## config.mk

```make
export PLATFORM = sky130hd
export DESIGN_NAME = spi_multichannel_slave
export DESIGN_NICKNAME = d
export VERILOG_FILES = /design/src/rtl/spi_multichannel_slave.sv
export SDC_FILE = /design/constraint.sdc
export NUM_CORES = 1
export LEC_CHECK = 0
export CORE_MARGIN = 2
export CORE_UTILIZATION = 55
export CTS_BUF_LIST = sky130_fd_sc_hd__clkbuf_8
export CTS_CLUSTER_DIAMETER = 80
export DETAILED_ROUTE_END_ITERATION = 10
export GPL_TIMING_DRIVEN = 0
export PLACE_DENSITY = 0.9
export RECOVER_POWER = 50
export SLEW_MARGIN = 20
export SYNTH_ARGS = -nofsm -noshare
export SYNTH_HDL_FRONTEND = slang
export SYNTH_SLANG_ARGS = --single-unit
```

## constraint.sdc

```tcl
create_clock -name SCLK -period 7.49 [get_ports SCLK]
set_clock_uncertainty 0.05 [all_clocks]
set_input_delay 1.498 -clock SCLK [delete_from_list [all_inputs] [get_ports SCLK]]
set_output_delay 1.498 -clock SCLK [all_outputs]
set_load 0.01 [all_outputs]
```

## src/rtl/spi_multichannel_slave.sv

```systemverilog
// SPI mode-0 slave: sample snapshot readout, coefficient bank read/write,
// and a status byte. Runs on SCLK. Frame state clears while cs_n is high.
module spi_multichannel_slave #(
  parameter int CHANNELS   = 2,
  parameter int SAMPLE_W   = 16,
  parameter int NUM_COEFFS = 10,
  parameter int COEFF_W    = 32
) (
  input  logic                           SCLK,
  input  logic                           reset_n,
  input  logic                           cs_n,
  input  logic                           mosi,
  output logic                           miso,
  output logic                           miso_oe,
  input  logic [CHANNELS*SAMPLE_W-1:0]   sample_in,
  input  logic                           sample_req,
  output logic                           sample_ack,
  output logic [NUM_COEFFS*COEFF_W-1:0]  coeff_out,
  output logic                           coeff_wr_tgl,
  output logic [7:0]                     coeff_wr_idx
);
  localparam int SMP_W = CHANNELS * SAMPLE_W;
  localparam int RXW   = (COEFF_W > 8) ? COEFF_W : 8;
  localparam int TXW0  = (SMP_W > COEFF_W) ? SMP_W : COEFF_W;
  localparam int TXW   = (TXW0 > 8) ? TXW0 : 8;
  localparam int MAXW  = (TXW > RXW) ? TXW : RXW;
  localparam int CW    = $clog2(MAXW) + 1;

  typedef enum logic [2:0] {S_CMD, S_IDX, S_TX, S_RX, S_DONE} state_e;

  state_e                               state_q;
  logic [CW-1:0]                        cnt_q;
  logic [TXW-1:0]                       shift_tx_q;
  logic [RXW-2:0]                       shift_rx_q;
  logic                                 miso_q;
  logic [7:0]                           cmd_q, idx_q;
  logic                                 req_meta_q, req_s_q;
  logic [SMP_W-1:0]                     hold_q;
  logic                                 fresh_q, bad_idx_q, bad_cmd_q;
  logic [NUM_COEFFS-1:0][COEFF_W-1:0]   coeff_q;
  logic                                 tgl_q;
  logic [7:0]                           widx_q;

  // Frame state is held in reset by either global reset or a deselected chip.
  logic frame_rst_n;
  assign frame_rst_n = reset_n & ~cs_n;

  logic [RXW-1:0]     rx_next;
  logic [7:0]         byte_in, status_w;
  logic               last8, cmd_done, idx_done, snap, cmd_bad;
  logic               idx_in_ok, wr_ok, commit, rd_bad, stat_last, tx_last;
  logic [CW-1:0]      tx_len_m1;
  logic [COEFF_W-1:0] rd_coeff;
  logic               req_rise;

  assign rx_next   = {shift_rx_q, mosi};
  assign byte_in   = rx_next[7:0];
  assign status_w  = {5'b0, fresh_q, bad_idx_q, bad_cmd_q};
  assign last8     = (cnt_q == CW'(7));
  assign cmd_done  = (state_q == S_CMD) && last8;
  assign idx_done  = (state_q == S_IDX) && last8;
  assign snap      = cmd_done && (byte_in == 8'h01);
  assign cmd_bad   = cmd_done && !(byte_in inside {8'h01, 8'h02, 8'h03, 8'h04});
  assign idx_in_ok = ({24'd0, byte_in} < 32'(NUM_COEFFS));
  assign wr_ok     = ({24'd0, idx_q} < 32'(NUM_COEFFS));
  assign commit    = (state_q == S_RX) && (cnt_q == CW'(COEFF_W - 1));
  assign rd_bad    = idx_done && (cmd_q == 8'h03) && !idx_in_ok;
  assign stat_last = (state_q == S_TX) && (cmd_q == 8'h04) && last8;
  assign tx_last   = (state_q == S_TX) && (cnt_q == tx_len_m1);
  assign req_rise  = req_meta_q & ~req_s_q;

  // Number of bits shifted out depends on which read command owns the frame.
  always_comb begin
    tx_len_m1 = CW'(7);
    case (cmd_q)
      8'h01:   tx_len_m1 = CW'(SMP_W - 1);
      8'h03:   tx_len_m1 = CW'(COEFF_W - 1);
      default: tx_len_m1 = CW'(7);
    endcase
  end

  // Coefficient read mux addressed by the index byte as it completes.
  always_comb begin
    rd_coeff = '0;
    for (int i = 0; i < NUM_COEFFS; i++)
      if (byte_in == 8'(i)) rd_coeff = coeff_q[i];
  end

  // Frame FSM: CMD -> IDX -> TX/RX -> DONE, cleared whenever cs_n is high.
  always_ff @(posedge SCLK or negedge frame_rst_n) begin
    if (!frame_rst_n) begin
      state_q    <= S_CMD;
      cnt_q      <= '0;
      shift_tx_q <= '0;
      shift_rx_q <= '0;
    end else begin
      shift_rx_q <= rx_next[RXW-2:0];
      cnt_q      <= cnt_q + CW'(1);
      case (state_q)
        S_CMD: if (last8) begin
          cnt_q <= '0;
          case (byte_in)
            8'h01: begin
              shift_tx_q <= TXW'(hold_q) << (TXW - SMP_W);
              state_q    <= S_TX;
            end
            8'h02, 8'h03: state_q <= S_IDX;
            8'h04: begin
              shift_tx_q <= TXW'(status_w) << (TXW - 8);
              state_q    <= S_TX;
            end
            default: state_q <= S_DONE;
          endcase
        end
        S_IDX: if (last8) begin
          cnt_q <= '0;
          if (cmd_q == 8'h02) state_q <= S_RX;
          else begin
            shift_tx_q <= idx_in_ok ? (TXW'(rd_coeff) << (TXW - COEFF_W)) : '0;
            state_q    <= S_TX;
          end
        end
        S_RX: if (commit) state_q <= S_DONE;
        S_TX: begin
          shift_tx_q <= shift_tx_q << 1;
          if (tx_last) state_q <= S_DONE;
        end
        default: cnt_q <= cnt_q;
      endcase
    end
  end

  // miso launches on the falling edge so the host can sample it on the rising edge.
  always_ff @(negedge SCLK or negedge frame_rst_n) begin
    if (!frame_rst_n) miso_q <= 1'b0;
    else              miso_q <= (state_q == S_TX) & shift_tx_q[TXW-1];
  end

  // Persistent state: handshake sync, sample hold, flags, coefficient bank.
  always_ff @(posedge SCLK or negedge reset_n) begin
    if (!reset_n) begin
      req_meta_q <= 1'b0;
      req_s_q    <= 1'b0;
      hold_q     <= '0;
      fresh_q    <= 1'b0;
      bad_idx_q  <= 1'b0;
      bad_cmd_q  <= 1'b0;
      coeff_q    <= '0;
      tgl_q      <= 1'b0;
      widx_q     <= '0;
      cmd_q      <= '0;
      idx_q      <= '0;
    end else begin
      req_meta_q <= sample_req;
      req_s_q    <= req_meta_q;
      if (req_rise) hold_q <= sample_in;
      // A capture on the snapshot edge wins: new data is unread.
      if (req_rise)  fresh_q <= 1'b1;
      else if (snap) fresh_q <= 1'b0;
      if (cmd_bad)        bad_cmd_q <= 1'b1;
      else if (stat_last) bad_cmd_q <= 1'b0;
      if (rd_bad || (commit && !wr_ok)) bad_idx_q <= 1'b1;
      else if (stat_last)               bad_idx_q <= 1'b0;
      if (cmd_done) cmd_q <= byte_in;
      if (idx_done) idx_q <= byte_in;
      if (commit && wr_ok) begin
        for (int i = 0; i < NUM_COEFFS; i++)
          if (idx_q == 8'(i)) coeff_q[i] <= rx_next[COEFF_W-1:0];
        widx_q <= idx_q;
        tgl_q  <= ~tgl_q;
      end
    end
  end

  assign miso         = miso_q;
  assign miso_oe      = ~cs_n;
  assign sample_ack   = req_s_q;
  assign coeff_out    = coeff_q;
  assign coeff_wr_tgl = tgl_q;
  assign coeff_wr_idx = widx_q;
endmodule
```

==> results.py <==
metrics = {
    "synth": {
        "synth_compound_area_frac": 0.112,
        "synth_top_area_frac": 0.551,
        "synth_seq_cells": 455,
        "synth_top_family_by_area": "multiplexers",
        "syn_area_um2": 20600,
        "synthAdderAreaFrac": 0.000607,
        "synth_mux_area_frac": 0.233,
        "synth_edf_count": 0,
        "yosysMostFrequentCell": "dfrtp_1",
        "synth-main-ff-cell": "dfrtp_1",
        "yosys.area_share.simple": 0.0588,
        "syn_nets": 1660,
        "ys_types": 70,
        "synth-xor-area-share": 0.00340,
        "synthTopCellsByArea": "dfrtp_1 (55%), mux2_2 (16%), mux4_2 (3.5%)",
        "syn_inst": 1622,
        "synthArstFlopShare": 1.00,
        "yosys_warnings": 0,
        "yosysTopAreaCell": "dfrtp_1",
        "postSynthAreaPerCell_um2": 12.7,
        "synth-seq-area-share": 0.552,
        "synthTopCellsByCount": "dfrtp_1 (454), mux2_2 (288), nor2_1 (97)",
    },
    "die": {
        "io_pins": 369,
        "std_cell_rows": 70,
        "die_h_um": 198,
        "die_area_um2": 39100,
        "die_x_um": 198,
        "start_util": 0.561,
        "core_um2": 36800,
    },
    "detailed_routing": {
        "routed_wl_um": 71200,
        "drt_iter0_drc": 1671,
        "drtAntennaViolNets": 0,
        "remaining_drc_errors": 0,
        "vias_per_cell": 6.31,
        "dr_total_vias": 16437,
        "dr.pass1.iters": 6,
        "avgRoutedWirePerCell_um": 27.4,
    },
    "critical_path": {
        "crit_arrival_ns": 5.28,
        "slowest_delay_ns": 0.54,
        "crit_type": "reg -> out",
        "worstSetupStartpointType": "flip-flop",
        "cp_data_required_time_ns": 5.94,
        "path_delay_family": "buffers and inverters",
        "critical_path.max_fanout": 1,
        "worstPathCellList": "clkdlybuf4s50_1",
        "critical-path-slowest-cell": "clkdlybuf4s50_1",
        "crit_buf_inv": 1,
        "endpoint_kind": "output pin",
    },
    "sta": {
        "final-hold-violation-count": 0,
        "setup_violations": 0,
        "maxSlewViolCount": 355,
        "layout_setup_ws_ns": 0.661,
        "worst_pin_slew_ns": 4.60,
        "whs_ns": 0.326,
        "rsz0062_at_grt": "no",
        "slew_headroom": -2.07,
    },
    "grt": {
        "grt_overflow": 0,
        "grt_pass1_wl_um": 107000,
        "antenna_found_initial": 2,
        "grt_usage": 0.369,
        "grt_max_degree": 99,
        "first_global_vias": 17137,
    },
    "cells_and_area": {
        "post-route-util": 0.716,
        "area_delta_synth_final_pct": 27.7,
        "fillers": 2552,
        "fin_nets": 2115,
        "stdcell_count": 2604,
        "drive_gt1_frac": 0.241,
    },
    "power_and_ir_drop": {
        "powerDensity_nw_per_um2": 193,
        "total_power_uw": 5080,
        "ir_drop_mv": 0.228,
        "total_leakage_power_uw": 0.0120,
    },
    "min_path": {
        "hold_path.class": "reg -> reg",
    },
    "clocking": {
        "clk_latency_ns": 0.65,
        "postCtsSetupBuffers": 0,
        "cts_tree": "done",
        "cts.reportedPaths.clkPinSlew_ns": 0.06,
        "cts_buffer_depth": 3,
        "cts_sinks": 455,
        "cts_root_buf": "clkbuf_8",
        "numCtsBuffers": 78,
        "cts_resized": 0,
        "cts_hold_buf": 0,
        "cts_htree_levels": 3,
    },
    "place": {
        "place_ws_ns": 0.930,
        "dp_cells": 2465,
        "portBuffers": 368,
        "dp_hpwl_um": 49700,
        "gp_congestion": 0.938,
    },
    "run": {
        "cap_violations": 11,
    },
    "run_status": {
        "violations": "capacitance limit, slew limit",
        "status": "finished, violations left",
    },
}
## metal layers
layer	up-vias	wire (um)	track usage
met1	8355	26900	0.469
met4	0	3430	0.184
met2	1051	33100	0.568
li1	6804	-	-
met5	-	0	0
met3	227	7860	0.124
## placed cells by master, fill, tap and decap left out, drive strengths merged, types with 31 or more instances in the layout
| master | synthesis | routed |
|---|---|---|
| mux2 | 347 | 347 |
| clkbuf | 61 | 174 |
| buf | 65 | 56 |
| o21ai | 118 | 118 |
| clkdlybuf4s50 | 0 | 363 |
| nand2 | 97 | 97 |
| a21oi | 71 | 71 |
| nor2 | 97 | 97 |
| inv | 60 | 91 |
| dfrtp | 454 | 454 |
| a2bb2oi | 31 | 31 |
| mux4 | 32 | 32 |
## stage by stage
step / setup TNS (ns) / instance area [um2]
after global placement: -5163.66 / 24900
after global routing: 0 / 26300
after detailed placement: 0 / 25100
final: 0 / 26300
after floorplan: 0 / 20600
after CTS: 0 / 26600
## layout make-up
cell class                 instances  area [um2]  share of cell area
tap                              468         586              0.0222
clock inverter                    39         216             0.00822
clock buffer                      98        1350              0.0512
sequential                       455       11400               0.432
timing repair buffer             375        3750               0.142
antenna                            2        5.00            0.000190
multi-input combinational        981        8250               0.313
inverter                          60         225             0.00855
buffer                           126         571              0.0217
## where the power goes
group / switching, uW / internal, uW / total, uW / leakage, uW
Sequential: 39.4 / 2500 / 2540 / 0.00620
Clock: 1030 / 1240 / 2270 / 0.000913
Combinational: 184 / 92.4 / 277 / 0.00491
## state kept, by name, summed over array words and instances (netlist names), 3 cells and up
register      cells
shift_rx_q       31
idx_q             8
hold_q           32
state_q           3
cmd_q             8
coeff_out       320
cnt_q             6
shift_tx_q       32
coeff_wr_idx      8
## path summary, 6_finish.rpt
check	from	end	slack, ns	cells past startpoint
setup / recovery	miso	miso	0.66	1
setup reg to reg	state_q[0]	miso	1.22	4
max in group asynchronous	reset_n	coeff_out[240]	1.59	3
hold / removal	req_meta_q	sample_ack	0.33	0
hold reg to reg	req_meta_q	sample_ack	0.33	0
min in group asynchronous	reset_n	coeff_out[185]	0.71	1
## cell families after synthesis
kind of cell	after synthesis
DFF	455
buffers and inverters	186
xor gates and xnor gates	8
and+or+nand+nor	250
adders and majority gates	1
AOI/OAI and AO/OA	337
muxes	385
(Power assumes the default switching activity.)
